File: src/rtl/instr_enc_pkg.sv
// Shared types and encodings for the RV32I instruction encoder: mnemonic codes,
// instruction formats, opcode/funct constants and the mnemonic decode helper.
package instr_enc_pkg;

    typedef enum logic [4:0] {
        MN_ADD, MN_SUB, MN_SLL, MN_SLT, MN_SLTU, MN_XOR, MN_SRL, MN_SRA, MN_OR, MN_AND,
        MN_ADDI, MN_SLTI, MN_SLTIU, MN_XORI, MN_ORI, MN_ANDI, MN_SLLI, MN_SRLI, MN_SRAI,
        MN_LW, MN_SW, MN_BEQ, MN_BNE, MN_BLT, MN_BGE, MN_BLTU, MN_BGEU,
        MN_JAL, MN_JALR, MN_LUI, MN_NOP
    } mnem_e;

    typedef enum logic [2:0] {FMT_R, FMT_I, FMT_S, FMT_B, FMT_U, FMT_J} fmt_e;

    localparam logic [6:0] OP_LUI    = 7'b0110111;
    localparam logic [6:0] OP_JAL    = 7'b1101111;
    localparam logic [6:0] OP_JALR   = 7'b1100111;
    localparam logic [6:0] OP_BRANCH = 7'b1100011;
    localparam logic [6:0] OP_LOAD   = 7'b0000011;
    localparam logic [6:0] OP_STORE  = 7'b0100011;
    localparam logic [6:0] OP_IMM    = 7'b0010011;
    localparam logic [6:0] OP_REG    = 7'b0110011;

    localparam logic [2:0] F3_000 = 3'b000;
    localparam logic [2:0] F3_001 = 3'b001;
    localparam logic [2:0] F3_010 = 3'b010;
    localparam logic [2:0] F3_011 = 3'b011;
    localparam logic [2:0] F3_100 = 3'b100;
    localparam logic [2:0] F3_101 = 3'b101;
    localparam logic [2:0] F3_110 = 3'b110;
    localparam logic [2:0] F3_111 = 3'b111;

    localparam logic [6:0] F7_BASE = 7'h00;
    localparam logic [6:0] F7_ALT  = 7'h20;

    localparam logic [31:0] NOP_INSTR = 32'h0000_0013;

    typedef struct packed {
        fmt_e       fmt;
        logic [6:0] opcode;
        logic [2:0] funct3;
        logic [6:0] funct7;
        logic       is_shift;
        logic       is_nop;
        logic       legal;
    } dec_t;

    function automatic dec_t decode_mnem(input logic [4:0] m);
        dec_t d;
        d = '0;
        d.legal = 1'b1;
        case (m)
            MN_ADD, MN_SUB, MN_SLL, MN_SLT, MN_SLTU,
            MN_XOR, MN_SRL, MN_SRA, MN_OR, MN_AND:         begin d.fmt = FMT_R; d.opcode = OP_REG; end
            MN_ADDI, MN_SLTI, MN_SLTIU, MN_XORI, MN_ORI,
            MN_ANDI, MN_SLLI, MN_SRLI, MN_SRAI, MN_NOP:    begin d.fmt = FMT_I; d.opcode = OP_IMM; end
            MN_LW:                                         begin d.fmt = FMT_I; d.opcode = OP_LOAD; end
            MN_JALR:                                       begin d.fmt = FMT_I; d.opcode = OP_JALR; end
            MN_SW:                                         begin d.fmt = FMT_S; d.opcode = OP_STORE; end
            MN_BEQ, MN_BNE, MN_BLT, MN_BGE, MN_BLTU,
            MN_BGEU:                                       begin d.fmt = FMT_B; d.opcode = OP_BRANCH; end
            MN_JAL:                                        begin d.fmt = FMT_J; d.opcode = OP_JAL; end
            MN_LUI:                                        begin d.fmt = FMT_U; d.opcode = OP_LUI; end
            default:                                       begin d.legal = 1'b0; d.is_nop = 1'b1; end
        endcase
        case (m)
            MN_SLL, MN_SLLI, MN_BNE:                   d.funct3 = F3_001;
            MN_SLT, MN_SLTI, MN_LW, MN_SW:             d.funct3 = F3_010;
            MN_SLTU, MN_SLTIU:                         d.funct3 = F3_011;
            MN_XOR, MN_XORI, MN_BLT:                   d.funct3 = F3_100;
            MN_SRL, MN_SRA, MN_SRLI, MN_SRAI, MN_BGE:  d.funct3 = F3_101;
            MN_OR, MN_ORI, MN_BLTU:                    d.funct3 = F3_110;
            MN_AND, MN_ANDI, MN_BGEU:                  d.funct3 = F3_111;
            default:                                   d.funct3 = F3_000;
        endcase
        d.funct7   = (m == MN_SUB || m == MN_SRA || m == MN_SRAI) ? F7_ALT : F7_BASE;
        d.is_shift = (m == MN_SLLI || m == MN_SRLI || m == MN_SRAI);
        if (m == MN_NOP) d.is_nop = 1'b1;
        return d;
    endfunction

endpackage

File: src/rtl/instr_enc_pack.sv
// Combinational second-stage packer: scatters registered fields and immediate
// bits into the 32-bit RV32I word for the given format.
module instr_enc_pack
    import instr_enc_pkg::*;
(
    input  fmt_e        fmt,
    input  logic [6:0]  opcode,
    input  logic [2:0]  funct3,
    input  logic [6:0]  funct7,
    input  logic        is_shift,
    input  logic        nop,
    input  logic [4:0]  rd,
    input  logic [4:0]  rs1,
    input  logic [4:0]  rs2,
    input  logic [20:0] imm,
    output logic [31:0] word
);

    always_comb begin
        word = NOP_INSTR;
        case (fmt)
            FMT_R: word = {funct7, rs2, rs1, funct3, rd, opcode};
            FMT_I: word = is_shift ? {funct7, imm[4:0], rs1, funct3, rd, opcode}
                                   : {imm[11:0], rs1, funct3, rd, opcode};
            FMT_S: word = {imm[11:5], rs2, rs1, funct3, imm[4:0], opcode};
            FMT_B: word = {imm[12], imm[10:5], rs2, rs1, funct3, imm[4:1], imm[11], opcode};
            FMT_U: word = {imm[19:0], rd, opcode};
            FMT_J: word = {imm[20], imm[10:1], imm[11], imm[19:12], rd, opcode};
            default: word = NOP_INSTR;
        endcase
        if (nop) word = NOP_INSTR;
    end

endmodule

File: src/rtl/instr_encoder.sv
// Two-stage pipelined RV32I instruction encoder with valid/ready handshake.
// Define INSTR_ENC_RANGE_CHECK_EN to enable immediate range and illegal-mnemonic checks.
module instr_encoder
    import instr_enc_pkg::*;
#(
    parameter int CNT_W = 16
) (
    input  logic             clk,
    input  logic             rst,
    input  logic             in_valid,
    output logic             in_ready,
    input  logic [4:0]       in_mnem,
    input  logic [4:0]       in_rd,
    input  logic [4:0]       in_rs1,
    input  logic [4:0]       in_rs2,
    input  logic [31:0]      in_imm,
    output logic             out_valid,
    input  logic             out_ready,
    output logic [31:0]      out_instr,
    output logic             out_err,
    output logic [CNT_W-1:0] instr_cnt
);

    dec_t        dec;
    logic        err_c;
    logic [2:1]  vld_pipe;
    logic        s2_load;
    logic [31:0] pack_word;

    fmt_e        s1_fmt;
    logic [6:0]  s1_op, s1_f7;
    logic [2:0]  s1_f3;
    logic        s1_shift, s1_nop, s1_err;
    logic [4:0]  s1_rd, s1_rs1, s1_rs2;
    logic [20:0] s1_imm;

    assign dec = decode_mnem(in_mnem);

`ifdef INSTR_ENC_RANGE_CHECK_EN
    logic signed [31:0] imm_s;
    logic               range_err;

    assign imm_s = in_imm;

    always_comb begin
        range_err = 1'b0;
        case (dec.fmt)
            FMT_I: range_err = dec.is_shift ? (in_imm[31:5] != '0) : (imm_s < -2048 || imm_s > 2047);
            FMT_S: range_err = (imm_s < -2048 || imm_s > 2047);
            FMT_B: range_err = (imm_s < -4096 || imm_s > 4094 || in_imm[0]);
            FMT_J: range_err = (imm_s < -1048576 || imm_s > 1048574 || in_imm[0]);
            FMT_U: range_err = (in_imm[31:20] != '0);
            default: range_err = 1'b0;
        endcase
    end

    // The nop mnemonic carries no immediate, so its imm field is never range-checked.
    assign err_c = ~dec.legal | (range_err & ~dec.is_nop);
`else
    logic unused_chk;
    assign unused_chk = ^{in_imm[31:21], dec.legal};
    assign err_c      = 1'b0;
`endif

    // Stage 2 frees up when empty or drained; stage 1 accepts whenever it can move on.
    assign s2_load   = ~vld_pipe[2] | out_ready;
    assign in_ready  = ~vld_pipe[1] | s2_load;
    assign out_valid = vld_pipe[2];

    instr_enc_pack u_pack (
        .fmt      (s1_fmt),
        .opcode   (s1_op),
        .funct3   (s1_f3),
        .funct7   (s1_f7),
        .is_shift (s1_shift),
        .nop      (s1_nop),
        .rd       (s1_rd),
        .rs1      (s1_rs1),
        .rs2      (s1_rs2),
        .imm      (s1_imm),
        .word     (pack_word)
    );

    always_ff @(posedge clk) begin
        if (rst) begin
            vld_pipe  <= '0;
            out_instr <= '0;
            out_err   <= 1'b0;
            instr_cnt <= '0;
            s1_fmt    <= FMT_R;
            s1_op     <= '0;
            s1_f3     <= '0;
            s1_f7     <= '0;
            s1_shift  <= 1'b0;
            s1_nop    <= 1'b0;
            s1_err    <= 1'b0;
            s1_rd     <= '0;
            s1_rs1    <= '0;
            s1_rs2    <= '0;
            s1_imm    <= '0;
        end else begin
            if (out_valid && out_ready) instr_cnt <= instr_cnt + 1'b1;
            if (s2_load) begin
                vld_pipe[2] <= vld_pipe[1];
                if (vld_pipe[1]) begin
                    out_instr <= pack_word;
                    out_err   <= s1_err;
                end
            end
            if (in_ready) begin
                vld_pipe[1] <= in_valid;
                if (in_valid) begin
                    s1_fmt   <= dec.fmt;
                    s1_op    <= dec.opcode;
                    s1_f3    <= dec.funct3;
                    s1_f7    <= dec.funct7;
                    s1_shift <= dec.is_shift;
                    s1_nop   <= dec.is_nop | err_c;
                    s1_err   <= err_c;
                    s1_rd    <= in_rd;
                    s1_rs1   <= in_rs1;
                    s1_rs2   <= in_rs2;
                    s1_imm   <= in_imm[20:0];
                end
            end
        end
    end

endmodule

File: config.mk
export PLATFORM = sky130hd
export DESIGN_NAME = instr_encoder
export DESIGN_NICKNAME = d
export VERILOG_FILES = /design/src/rtl/instr_enc_pkg.sv /design/src/rtl/instr_enc_pack.sv /design/src/rtl/instr_encoder.sv
export SDC_FILE = /design/constraint.sdc
export NUM_CORES = 1
export LEC_CHECK = 0
export ABC_CLOCK_PERIOD_IN_PS = 2100
export BUFFER_PORTS_ARGS = -buffer_cell sky130_fd_sc_hd__buf_2
export CORE_MARGIN = 2
export CORE_UTILIZATION = 45
export CTS_CLUSTER_SIZE = 8
export DETAILED_ROUTE_END_ITERATION = 8
export MAX_ROUTING_LAYER = met4
export PLACE_DENSITY = 0.72
export REMOVE_ABC_BUFFERS = 1
export SETUP_SLACK_MARGIN = 0.15
export SLEW_MARGIN = 20
export SYNTH_ARGS = -nofsm -noshare
export SYNTH_HDL_FRONTEND = slang
export SYNTH_SLANG_ARGS = --single-unit
File: constraint.sdc
create_clock -name clk -period 2.1 [get_ports clk]
set_input_delay 0.21 -clock clk [delete_from_list [all_inputs] [get_ports clk]]
set_output_delay 0.21 -clock clk [all_outputs]
set_load 0.02 [all_outputs]
# [Word-level counts from Yosys, hierarchy flattened]
# Memories as Yosys holds them, arrays and structs flattened. A register that Yosys moved wholly into a read port is not among the register bits.
# Cells that the tools add are included.
[classes] bitwise=4 mux=7 n_reduce_logical=13 n_eq_ne=35 addsub=1
[ops] operator="$pmux W32 S6" count=1
[ops] operator="$pmux W10 S8" count=1
[ops] operator="$eq A5 B5 Y1 const B" count=15
[ops] operator="$mux W32" count=2
[ops] operator="$eq A5 B4 Y1 const B" count=8
[ops] operator="$reduce_or A31 Y1" count=1
[ops] operator="$eq A5 B3 Y1 const B" count=4
[ops] operator="$reduce_or A10 Y1" count=2
[ops] operator="$add A16 B1 Y16 const B" count=1
[ops] operator="$eq A5 B2 Y1 const B" count=2
[ops] operator="$eq A3 B2 Y1 const B" count=2
[ops] operator="$eq A3 B3 Y1 const B" count=2
[ops] operator="$mux W6" count=1
[ops] operator="$reduce_or A6 Y1" count=1
[ops] operator="$eq A5 B1 Y1 const B" count=1
[ops] operator="$logic_not A5 Y1" count=1
[ops] operator="$logic_or A1 B1 Y1" count=4
[ops] operator="$reduce_and A2 Y1" count=2
[ops] operator="$eq A3 B1 Y1 const B" count=1
[ops] operator="$logic_not A3 Y1" count=1
[ops] operator="$mux W2" count=1
[ops] operator="$not A1 Y1" count=2
[ops] operator="$or A1 B1 Y1" count=2
[ops] operator="$logic_and A1 B1 Y1" count=1
[ops] operator="$mux W1" count=1
[totals] n_memories=1 input_bits=56 output_inout_bits=51 regBits=105 mem_bits_ro=96
[mem_list] memory="(no name shown)" depth=32 width=3 read_ports=1 rd_ports_with_merged_regs=1 write_ports=0 line="instr_enc_pkg.sv:65" source="case (m)"

# [Depth between registers and ports, before layout]
[depth] word_depth=4 mapped_depth=7 depth_no_buf=6

# [Modules after synthesis]
# A second synthesis with hierarchy kept.
[unflattened] hier_cells=659 hier_area_um2=5034.8
[modules_own_cells] mod="instr_encoder" cells_per_inst=516 seq_area_each_um2=2021.9 area_per_inst_um2=4108.9 instances=1
[modules_own_cells] mod="instr_enc_pack" cells_per_inst=143 seq_area_each_um2=0.0 area_per_inst_um2=925.9 instances=1

# [Worst setup path before layout]
# Ideal clock, no wire load.
[synth_timing] path_type="reg2reg" start="reg vld_pipe[2] in the netlist's numbering" end="reg instr_cnt[13]" t_arrival_ps=1639 setup_time_ps=70 n_path_buf=1 path_slack_ps=390 path_stages_with_launch=6 cell_sequence="dfxtp_1 > nand3_2 > or2_1 > buf_6 > or4_1 > a21oi_1"
[synth_between] elab_chain_len=1
[synth_rtl] element="from (decl)" line="instr_encoder.sv:26" source="logic [2:1] vld_pipe;"
[synth_rtl] element="$logic_and A1 B1 Y1" line="instr_encoder.sv:102" source="if (out_valid && out_ready) instr_cnt <= instr_cnt + 1'b1;"
[synth_rtl] element="to (signal assigned)" line="instr_encoder.sv:102"
[synth_rtl] element="to (decl)" line="instr_encoder.sv:21" source="output logic [CNT_W-1:0] instr_cnt"
# Every way passes these cells.
# A chain may end at the register's enable or synchronous reset.

# [Worst setup path after layout]
[layout_timing] start="reg vld_pipe[1] in the netlist's numbering" end="reg s1_rs1[4]"
[layout_between] elab_chain_len=3
[layout_rtl] element="$not A1 Y1" line="instr_encoder.sv:67" source="assign in_ready = ~vld_pipe[1] | s2_load;"
[layout_rtl] element="$or A1 B1 Y1" line="instr_encoder.sv:67"
[layout_rtl] element="$reduce_and A2 Y1 (no source line)"
[layout_rtl] element="to (signal assigned)" line="instr_encoder.sv:121" source="s1_rs1 <= in_rs1;"
[layout_rtl] element="to (decl)" line="instr_encoder.sv:34" source="logic [4:0] s1_rd, s1_rs1, s1_rs2;"
# Every way passes these cells.

==> out/results.ini <==
[status]
status=completed

[global_route]
grt_antenna_before_repair=0
grt_max_degree=54
grt_pass1_wl_mm=19.45
overflow=0
track_usage=0.2232
grt_pass1_vias=4002

[cts]
numCtsBuffers=9
clkLatencyLatePin_ns=0.36
htree_levels=3
cts_sinks=100
post_cts_buffers=0
cts_hold_buf=0
cts_root_buffer=clkbuf_8
clk_pin_slew_worst_paths_ns=0.10
cts_tree=done
cts_resized=0
clk_path_buf_depth=2

[synth]
avgSynthCellArea_um2=8.084
synth_area_mm2=0.004527
ys_seq_area_frac=0.4422
synth_cell_type_count=58
synth_edf_count=0
synthCells=560
async_reset_ff_frac=0
yosysWarnings=0
ys_ff_latch=100
ys.flop_type=dfxtp_1

[power]
vdd_ir_drop_max_mv=0.3069
power_mw=3.737
power_leakage_nw=2.207
power_density_mw_per_mm2=703.5

[place]
io_buffers=94
place_ws_ns=0.3618
gp_congestion=0.8550
hpwlAfterDp_mm=7.885

[cells_and_area]
drive_gt1_frac=0.2094
fillCellCount=949
syn_to_final_growth_pct=17.36
num_antenna_cells=0
nets=699

[floorplan]
coreArea_mm2=0.009774
die_y_um=104.3
start_util=0.4631
row_count=36
dieArea_mm2=0.01088
die_w_um=104.3
io_pins=107

[sta]
min_period_over_period=0.8194
setup_violations=0
hold_viol=0
fin_crit_ns=1.721
setup_slack_ns=0.3792
slew_headroom=0.5885
skew_ns=0.01264
worst_pin_slew_ns=0.6172
fmax_ghz=0.5811
rsz0062_at_grt=no
slew_viol_final=0

[worst_setup_path]
max_stage_delay_ns=0.55
crit_fanout=16
path_cells=nand3b_1, and2_1, buf_4, nand2_1, a21oi_1
cp-start-kind=flop
critPathKind=reg2reg
arrival_ns=2.01
required_ns=2.39
cp-end-kind=flop
slowest_stage=and2_1

[drt]
drtAntennaViolNets=0
wl_mm=11.56
wire_per_inst_um=14.95
num_vias=4231
drtIter0Drc=211
drt-pass1-iter-count=5
viasPerCell=5.473
drc=0

[min_path]
worstHoldPathType=in2reg

[flow_run]
maxCapViolations=0

-- final timing paths --
kind                       startpoint                     end  slack, ns  cells after the start
max          vld_pipe[1]$_SDFFE_PP0N_  s1_rs1[4]$_SDFFE_PP0P_       0.38                      5
min                         in_imm[2]  s1_imm[2]$_SDFFE_PP0P_       0.08                      3
max reg2reg  vld_pipe[1]$_SDFFE_PP0N_  s1_rs1[4]$_SDFFE_PP0P_       0.38                      5
min reg2reg     s1_op[3]$_SDFFE_PP0P_   s1_op[3]$_SDFFE_PP0P_       0.46                      2
-- through the flow --
step                setup TNS [ns]  hold WS [ns]  std cells  instance area [um^2]  utilization
global route                     0       0.06821        773                  5313       0.5435
finish                           0       0.08088        773                  5313       0.5435
global placement                 0        0.4435        758                  5112       0.5230
floorplan                   -1.084        0.2791        514                  4333            -
CTS                              0       0.06164        773                  5313       0.5435
detailed placement               0        0.4464        758                  5112       0.5230
-- where the power goes --
| group | internal (mW) | total [mW] | switching [mW] |
|---|---|---|---|
| registers | 1.97 | 2.03 | 0.0588 |
| logic | 0.182 | 0.465 | 0.283 |
| clock network | 0.608 | 1.25 | 0.639 |
| total | 2.76 | 3.74 | 0.981 |
-- routing by layer --
metal  up-vias  GRT usage  wire, um
met5         -          -         0
met3        14    0.03321       489
met1      2005     0.2888      5275
li1       2109          -         -
met2       103     0.3562      5648
met4         0    0.07819       145
-- kinds of logic (layout without fill, tap and decap cells) --
| kind of cell | count (synthesis) | in the layout | synth area share |
|---|---|---|---|
| and+or+nand+nor | 201 | 201 | 0.2026 |
| AOI/OAI and AO/OA | 157 | 157 | 0.2214 |
| DFF | 100 | 100 | 0.4422 |
| buffers and inverters | 70 | 150 | 0.06274 |
| muxes | 14 | 14 | 0.03151 |
| xor gates and xnor gates | 10 | 10 | 0.01935 |
| adders and majority gates | 7 | 7 | 0.01935 |
| other | 1 | 1 | 0.0008284 |
-- cell usage after synthesis, types with 7 or more instances --
cell type | instances | area, um^2
nor2_1 | 36 | 135.1
a21oi_1 | 63 | 315.3
o22ai_1 | 14 | 87.58
clkbuf_1 | 31 | 116.4
and3_1 | 7 | 43.79
a22oi_1 | 23 | 172.7
dfxtp_1 | 100 | 2002
buf_1 | 7 | 26.28
nand3_1 | 16 | 80.08
a22o_1 | 8 | 70.07
ha_1 | 7 | 87.58
mux2i_1 | 12 | 120.1
nand2_1 | 99 | 371.6
inv_1 | 23 | 86.33
o21ai_0 | 17 | 85.08
xor2_1 | 8 | 70.07
-- layout make-up --
| cell class | instances | area [um^2] | share of cell area |
|---|---|---|---|
| clock buffer | 11 | 151.4 | 0.02850 |
| clock inverter | 4 | 48.80 | 0.009185 |
| inverter | 24 | 90.09 | 0.01696 |
| multi-input combinational | 390 | 2243 | 0.4223 |
| sequential | 100 | 2002 | 0.3768 |
| tap | 133 | 166.4 | 0.03132 |
| timing repair buffer | 111 | 610.6 | 0.1149 |
-- placed cells by master, fill, tap and decap left out, types with 2 or more instances in the layout --
cell      synthesis  layout
dfxtp_1         100     100
nand2_1          99      98
buf_2             5      94
a21oi_1          63      63
nor2_1           36      36
inv_1            23      23
a22oi_1          23      23
o21ai_0          17      17
nand3_1          16      16
buf_4             2      16
o22ai_1          14      14
mux2i_1          12      12
clkbuf_8          0      11
a22o_1            8       8
xor2_1            8       8
and3_1            7       7
ha_1              7       7
nor2b_1           6       6
nand4_1           6       6
nor3_1            6       6
nand2b_1          5       5
o31ai_1           5       5
and2_1            4       4
a221o_1           4       4
nand3b_1          3       3
o221ai_1          2       2
o211ai_1          2       2
mux2_2            2       2
a311oi_1          2       2
and4_1            2       2
or4_1             2       2
or3_2             2       2
nor4_1            2       2
o21bai_1          2       2
xnor2_1           2       2
a211oi_1          2       2
clkinv_2          0       2
-- state kept, by name, indices dropped and copies added, names as in the netlist --
| signal | cells |
|---|---|
| s1_rs1 | 5 |
| s1_fmt | 3 |
| s1_f3 | 3 |
| s1_rs2 | 5 |
| s1_rd | 5 |
| vld_pipe | 2 |
| s1_nop | 1 |
| instr_cnt | 16 |
| out_instr | 31 |
| s1_op | 6 |
| s1_imm | 21 |
| s1_shift | 1 |
| s1_f7 | 1 |
-- worst max-delay path, delay by kind of cell, from the launching register on --
family	cells	cell delay, ns
AO/OA/AOI/OAI	1	0.13
buffers and inverters	1	0.32
flip-flops	1	0.38
AND/OR/NAND/NOR	3	0.81
No activity file was read; power rests on OpenSTA's default activity.
